**src/rtl/fu_share_if.sv**
```systemverilog
// Requester/arbiter bundle for a shared multiplier: packed per-requester
// operands and grants, plus a shared result bus tagged by a one-hot strobe.
interface fu_share_if #(
    parameter int N_REQ = 4,
    parameter int WIDTH = 16
);
    logic [N_REQ-1:0]       req_valid;
    logic [N_REQ*WIDTH-1:0] req_a;
    logic [N_REQ*WIDTH-1:0] req_b;
    logic [N_REQ-1:0]       req_ready;
    logic [N_REQ-1:0]       rsp_valid;
    logic [WIDTH-1:0]       rsp_data;
    logic [3:0]             inflight;
    logic                   busy;

    modport master (
        output req_valid, req_a, req_b,
        input  req_ready, rsp_valid, rsp_data, inflight, busy
    );

    modport slave (
        input  req_valid, req_a, req_b,
        output req_ready, rsp_valid, rsp_data, inflight, busy
    );
endinterface

```
**src/rtl/fu_share_arbiter.sv**
```systemverilog
// Round-robin sharing of one LAT-deep pipelined multiplier among N_REQ
// requesters; results return tagged to the issuing requester.
module fu_share_arbiter #(
    parameter int N_REQ = 4,
    parameter int WIDTH = 16,
    parameter int LAT   = 3
) (
    input logic       clk,
    input logic       reset,
    fu_share_if.slave bus
);
    localparam int PW = (N_REQ > 1) ? $clog2(N_REQ) : 1;

    logic [PW-1:0]    ptr;
    logic [PW-1:0]    gnt_idx;
    logic             gnt_any;
    logic             hs;
    logic [WIDTH-1:0] a_sel;
    logic [WIDTH-1:0] b_sel;
    logic [LAT-1:0]   vld_p;
    logic [PW-1:0]    tag_p  [LAT];
    logic [WIDTH-1:0] prod_p [LAT];
    logic [3:0]       inflight_r;

    function automatic logic [WIDTH-1:0] mul_wrap(input logic [WIDTH-1:0] a,
                                                  input logic [WIDTH-1:0] b);
        logic [2*WIDTH-1:0] full;
        full = {{WIDTH{1'b0}}, a} * {{WIDTH{1'b0}}, b};
        return full[WIDTH-1:0];
    endfunction

    // First valid requester at or after ptr, wrapping around.
    always_comb begin
        int            c;
        logic [PW-1:0] cidx;
        gnt_any = 1'b0;
        gnt_idx = '0;
        c       = 0;
        cidx    = '0;
        for (int k = 0; k < N_REQ; k++) begin
            c = int'(ptr) + k;
            if (c >= N_REQ) c = c - N_REQ;
            cidx = PW'(c);
            if (!gnt_any && bus.req_valid[cidx]) begin
                gnt_any = 1'b1;
                gnt_idx = cidx;
            end
        end
    end

    assign hs = gnt_any & reset;

    always_comb begin
        a_sel = '0;
        b_sel = '0;
        for (int i = 0; i < N_REQ; i++) begin
            if (gnt_idx == PW'(i)) begin
                a_sel = bus.req_a[i*WIDTH +: WIDTH];
                b_sel = bus.req_b[i*WIDTH +: WIDTH];
            end
        end
    end

    always_comb begin
        bus.req_ready = '0;
        if (hs) bus.req_ready[gnt_idx] = 1'b1;
    end

    always_ff @(posedge clk) begin
        if (!reset) begin
            ptr <= '0;
        end else if (hs) begin
            ptr <= (int'(gnt_idx) == N_REQ - 1) ? '0 : gnt_idx + 1'b1;
        end
    end

    // Stage 1 captures the product at issue; later stages shift it towards
    // the output, and data only moves with a valid op so the last stage
    // holds the previous result between strobes.
    always_ff @(posedge clk) begin
        if (!reset) begin
            vld_p      <= '0;
            inflight_r <= '0;
            for (int k = 0; k < LAT; k++) begin
                tag_p[k]  <= '0;
                prod_p[k] <= '0;
            end
        end else begin
            vld_p[0] <= hs;
            if (hs) begin
                tag_p[0]  <= gnt_idx;
                prod_p[0] <= mul_wrap(a_sel, b_sel);
            end
            for (int k = 1; k < LAT; k++) begin
                vld_p[k] <= vld_p[k-1];
                if (vld_p[k-1]) begin
                    tag_p[k]  <= tag_p[k-1];
                    prod_p[k] <= prod_p[k-1];
                end
            end
            inflight_r <= inflight_r + {3'b000, hs} - {3'b000, vld_p[LAT-1]};
        end
    end

    // Output stage: the last pipeline register drives the result bus.
    always_comb begin
        bus.rsp_valid = '0;
        if (vld_p[LAT-1]) bus.rsp_valid[tag_p[LAT-1]] = 1'b1;
    end

    assign bus.rsp_data = prod_p[LAT-1];
    assign bus.inflight = inflight_r;
    assign bus.busy     = (inflight_r != 4'd0) || (|bus.req_valid);
endmodule

```
**src/flat_wrapper.sv**
```systemverilog
// flat-port wrapper written by rule: the top's interface ports become plain ports
module fu_share_arbiter_flat 
#(
    parameter int N_REQ = 4,
    parameter int WIDTH = 16,
    parameter int LAT   = 3
)
  (clk, reset, bus_req_valid, bus_req_a, bus_req_b, bus_req_ready, bus_rsp_valid, bus_rsp_data, bus_inflight, bus_busy);
  fu_share_if #(.N_REQ(N_REQ), .WIDTH(WIDTH)) bus_i ();
  input logic clk;
  input logic reset;
  input wire logic [$bits(bus_i.req_valid)-1:0] bus_req_valid;
  input wire logic [$bits(bus_i.req_a)-1:0] bus_req_a;
  input wire logic [$bits(bus_i.req_b)-1:0] bus_req_b;
  output wire logic [$bits(bus_i.req_ready)-1:0] bus_req_ready;
  output wire logic [$bits(bus_i.rsp_valid)-1:0] bus_rsp_valid;
  output wire logic [$bits(bus_i.rsp_data)-1:0] bus_rsp_data;
  output wire logic [$bits(bus_i.inflight)-1:0] bus_inflight;
  output wire logic [$bits(bus_i.busy)-1:0] bus_busy;
  assign bus_i.req_valid = bus_req_valid;
  assign bus_i.req_a = bus_req_a;
  assign bus_i.req_b = bus_req_b;
  assign bus_req_ready = bus_i.req_ready;
  assign bus_rsp_valid = bus_i.rsp_valid;
  assign bus_rsp_data = bus_i.rsp_data;
  assign bus_inflight = bus_i.inflight;
  assign bus_busy = bus_i.busy;
  fu_share_arbiter #(.N_REQ(N_REQ), .WIDTH(WIDTH), .LAT(LAT)) u_core (.clk(clk), .reset(reset), .bus(bus_i));
endmodule
```
**config.mk**
```make
export PLATFORM = sky130hd
export DESIGN_NAME = fu_share_arbiter_flat
export DESIGN_NICKNAME = d
export VERILOG_FILES = /design/src/rtl/fu_share_if.sv /design/src/rtl/fu_share_arbiter.sv /design/src/flat_wrapper.sv
export SDC_FILE = /design/constraint.sdc
export NUM_CORES = 1
export LEC_CHECK = 0
export ABC_AREA = 1
export ABC_CLOCK_PERIOD_IN_PS = 24000
export CAP_MARGIN = 20
export CORE_MARGIN = 4
export CORE_UTILIZATION = 40
export DETAILED_ROUTE_END_ITERATION = 7
export PLACE_DENSITY_LB_ADDON = 0.12
export SETUP_SLACK_MARGIN = 0.1
export SLEW_MARGIN = 40
export SYNTH_ARGS = -nofsm -noshare
export SYNTH_HDL_FRONTEND = slang
export SYNTH_SLANG_ARGS = --single-unit
```
**constraint.sdc**
```tcl
create_clock -name clk -period 24 [get_ports clk]
set_clock_uncertainty 0.15 [all_clocks]
set_input_delay 6 -clock clk [delete_from_list [all_inputs] [get_ports clk]]
set_output_delay 6 -clock clk [all_outputs]
set_load 0.01 [all_outputs]
```
==> flow_summary.toml <==
[outcome]
status = "complete, no violations"

[global_routing]
track_usage = 0.187
grt_max_degree = 62
grt_pass1_wl_mm = 35.5
globalRouteOverflowTotal = 0
grt_pass1_vias = 7271
antenna_found_initial = 0

[yosys]
yosysTopAreaCellShare = 0.194
yosysMostFrequentCell = "nand2_1"
yosys_most_used_dff = "edfxtp_1"
synth_area_leader_cell = "edfxtp_1"
synth_cells = 1159
yosys-top-cells-area = "edfxtp_1 (19%), fa_1 (19%), nand2_1 (14%), inv_1 (12%), ha_1 (8.7%)"
synth-seq-cells = 63
ys_warn_count = 0
async_flop_share = 0
synth_edf_count = 54
synth.cell_area_sq_um = 8340
syn_avg_cell_area_sq_um = 7.20
ys_seq_area_frac = 0.216
ys_top_cells_by_count = "nand2_1 (316), inv_1 (264), nor2_1 (136), fa_1 (81), a21oi_1 (61)"
syn_nets = 1432
synth.distinct_cells = 39

[sta]
layout_min_cycle_time_ns = 15.53
finalSetupViolations = 0
fin_crit_sh = 0.647
rsz0062_at_grt = "no"
slew_headroom = 0.497
worst_pin_slew_ns = 0.753
drv_slew = 0
max_freq_ghz = 0.0644
worst_slack_ns = 8.47
finalSetupTns_ns = 0
hold_violations = 0

[floorplanning]
fp.dieH_um = 152
rows = 52
die-area_sq_um = 23200
coreArea_sq_um = 20400
die_w_um = 152
boundaryPins = 163
start_util = 0.410

[layout]
antenna_cells = 0
drive_above_1_share = 0.0467
syn2layout_area_growth_pct = 22.9
fill_cells = 2069
finalNetCount = 1553
final_cells = 1555
fin_util = 0.504

[clocking]
cts_hold_buf = 0
cts_buffers = 9
cts_sinks = 63
cts_resized = 0
cts_tree = "done"
cts.path.max_buffers = 2
cts-root-buf = "clkbuf_16"
clkTransAtPathRegs_ns = 0.05
h-tree-depth = 3
clk_latency_ns = 0.32
cts_setup_buffers = 0

[placement]
gp_congestion = 0.882
post-place-ws_ns = 8.50
io_buffers = 162
dp_cells = 1539
hpwlAfterDp_mm = 17.5

[routing]
drt_iter0_drc = 341
via_per_inst = 4.60
dr.pass1.iters = 4
wire_per_inst_um = 13.7
antenna_left = 0
via_count = 7160
drc = 0
drt-total-wl_mm = 21.3

[setup_path]
start_kind = "input pin"
required_ns = 17.85
worstSetupPathType = "in -> out"
arrival_ns = 9.38
cp-end-kind = "output pin"
critPathMaxFanout = 61

[worst_hold_path]
min-delay-path-class = "reg -> reg"

[flow_run]
drv_cap = 0
worst max-delay path: stages:
cell and delay [ns]:
clkdlybuf4s50_1 0.39, inv_1 0.07, nor2_1 0.04, a21oi_1 0.22, o21ai_0 0.16, nor2_2 0.16
nand2_2 0.08, inv_1 0.08, nor2_1 0.05, xor2_1 0.15, or2_1 0.29, inv_1 0.10
ha_2 0.16, buf_4 0.46, inv_1 0.20, nor2_1 0.19, clkdlybuf4s50_1 0.56
kinds of logic (layout without fill, tap and decap cells):
family | after synthesis | count (layout) | synth area share
adders and majority gates | 139 | 139 | 0.281
and+or+nand+nor | 528 | 528 | 0.263
DFF | 63 | 63 | 0.216
buffers and inverters | 326 | 452 | 0.169
xor gates and xnor gates | 9 | 9 | 0.00945
AOI/OAI and AO/OA | 94 | 94 | 0.0616
state kept, by name (all words and copies together) (netlist names):
signal               cells
u_core.bus.inflight      4
u_core.prod_p           48
u_core.ptr               2
u_core.tag_p             6
u_core.vld_p             3
through the flow:
stage	hold slack, ns	instance area [sq um]
6_report	0.297	10300
5_1_grt	0.313	10300
4_1_cts	0.297	10300
3_5_place_dp	0.293	9940
3_3_place_gp	0.286	9940
2_1_floorplan	0.274	8340
metal layers:
layer  part of all wire  GRT usage  up-vias
li1                   -          -     3666
met1               0.41      0.221     3311
met2               0.53      0.354      149
met3              0.037     0.0216       34
met4              0.023     0.0543        0
met5                  0          0        -
worst paths after layout:
check                   startpoint                   end  slack, ns  cells past startpoint
setup / recovery  bus_req_valid[2]      bus_req_ready[3]       8.47                     17
hold / removal     u_core.vld_p[1]       u_core.vld_p[2]       0.30                      2
setup reg to reg     u_core.ptr[0]  u_core.prod_p[0][14]      15.25                     41
hold reg to reg    u_core.vld_p[1]       u_core.vld_p[2]       0.30                      2
cell usage in the layout (no fill, tap or decap), types with 2 or more instances in the layout:
| cell type | instances |
|---|---|
| nor2_4 | 2 |
| inv_2 | 6 |
| clkinv_1 | 2 |
| a21oi_4 | 2 |
| clkbuf_16 | 9 |
| nand2_2 | 19 |
| nor3_1 | 7 |
| nor2_2 | 2 |
| ha_1 | 57 |
| inv_1 | 264 |
| nor2_1 | 136 |
| nand2_1 | 316 |
| o2111ai_1 | 2 |
| dfxtp_1 | 9 |
| a21oi_1 | 61 |
| clkdlybuf4s50_1 | 162 |
| clkinvlp_4 | 2 |
| edfxtp_1 | 54 |
| or2_1 | 2 |
| bufinv_16 | 2 |
| fa_1 | 81 |
| nand3_1 | 31 |
| xnor2_1 | 4 |
| nand3b_1 | 2 |
| xor2_1 | 5 |
| buf_4 | 3 |
| nand2_4 | 3 |
| nand3_2 | 4 |
| o21ai_0 | 23 |
area by class of cell:
class / count / area, sq um / area share
Clock buffer: 9 / 225 / 0.0220
Clock inverter: 7 / 87.6 / 0.00854
Inverter: 271 / 1020 / 0.0995
Multi-Input combinational cell: 770 / 5140 / 0.501
Sequential cell: 63 / 1800 / 0.176
Tap cell: 270 / 338 / 0.0329
Timing Repair Buffer: 165 / 1640 / 0.160
Power is not shown: default switching activity piles up to over one toggle a cycle in this logic, so the estimate is an artifact.
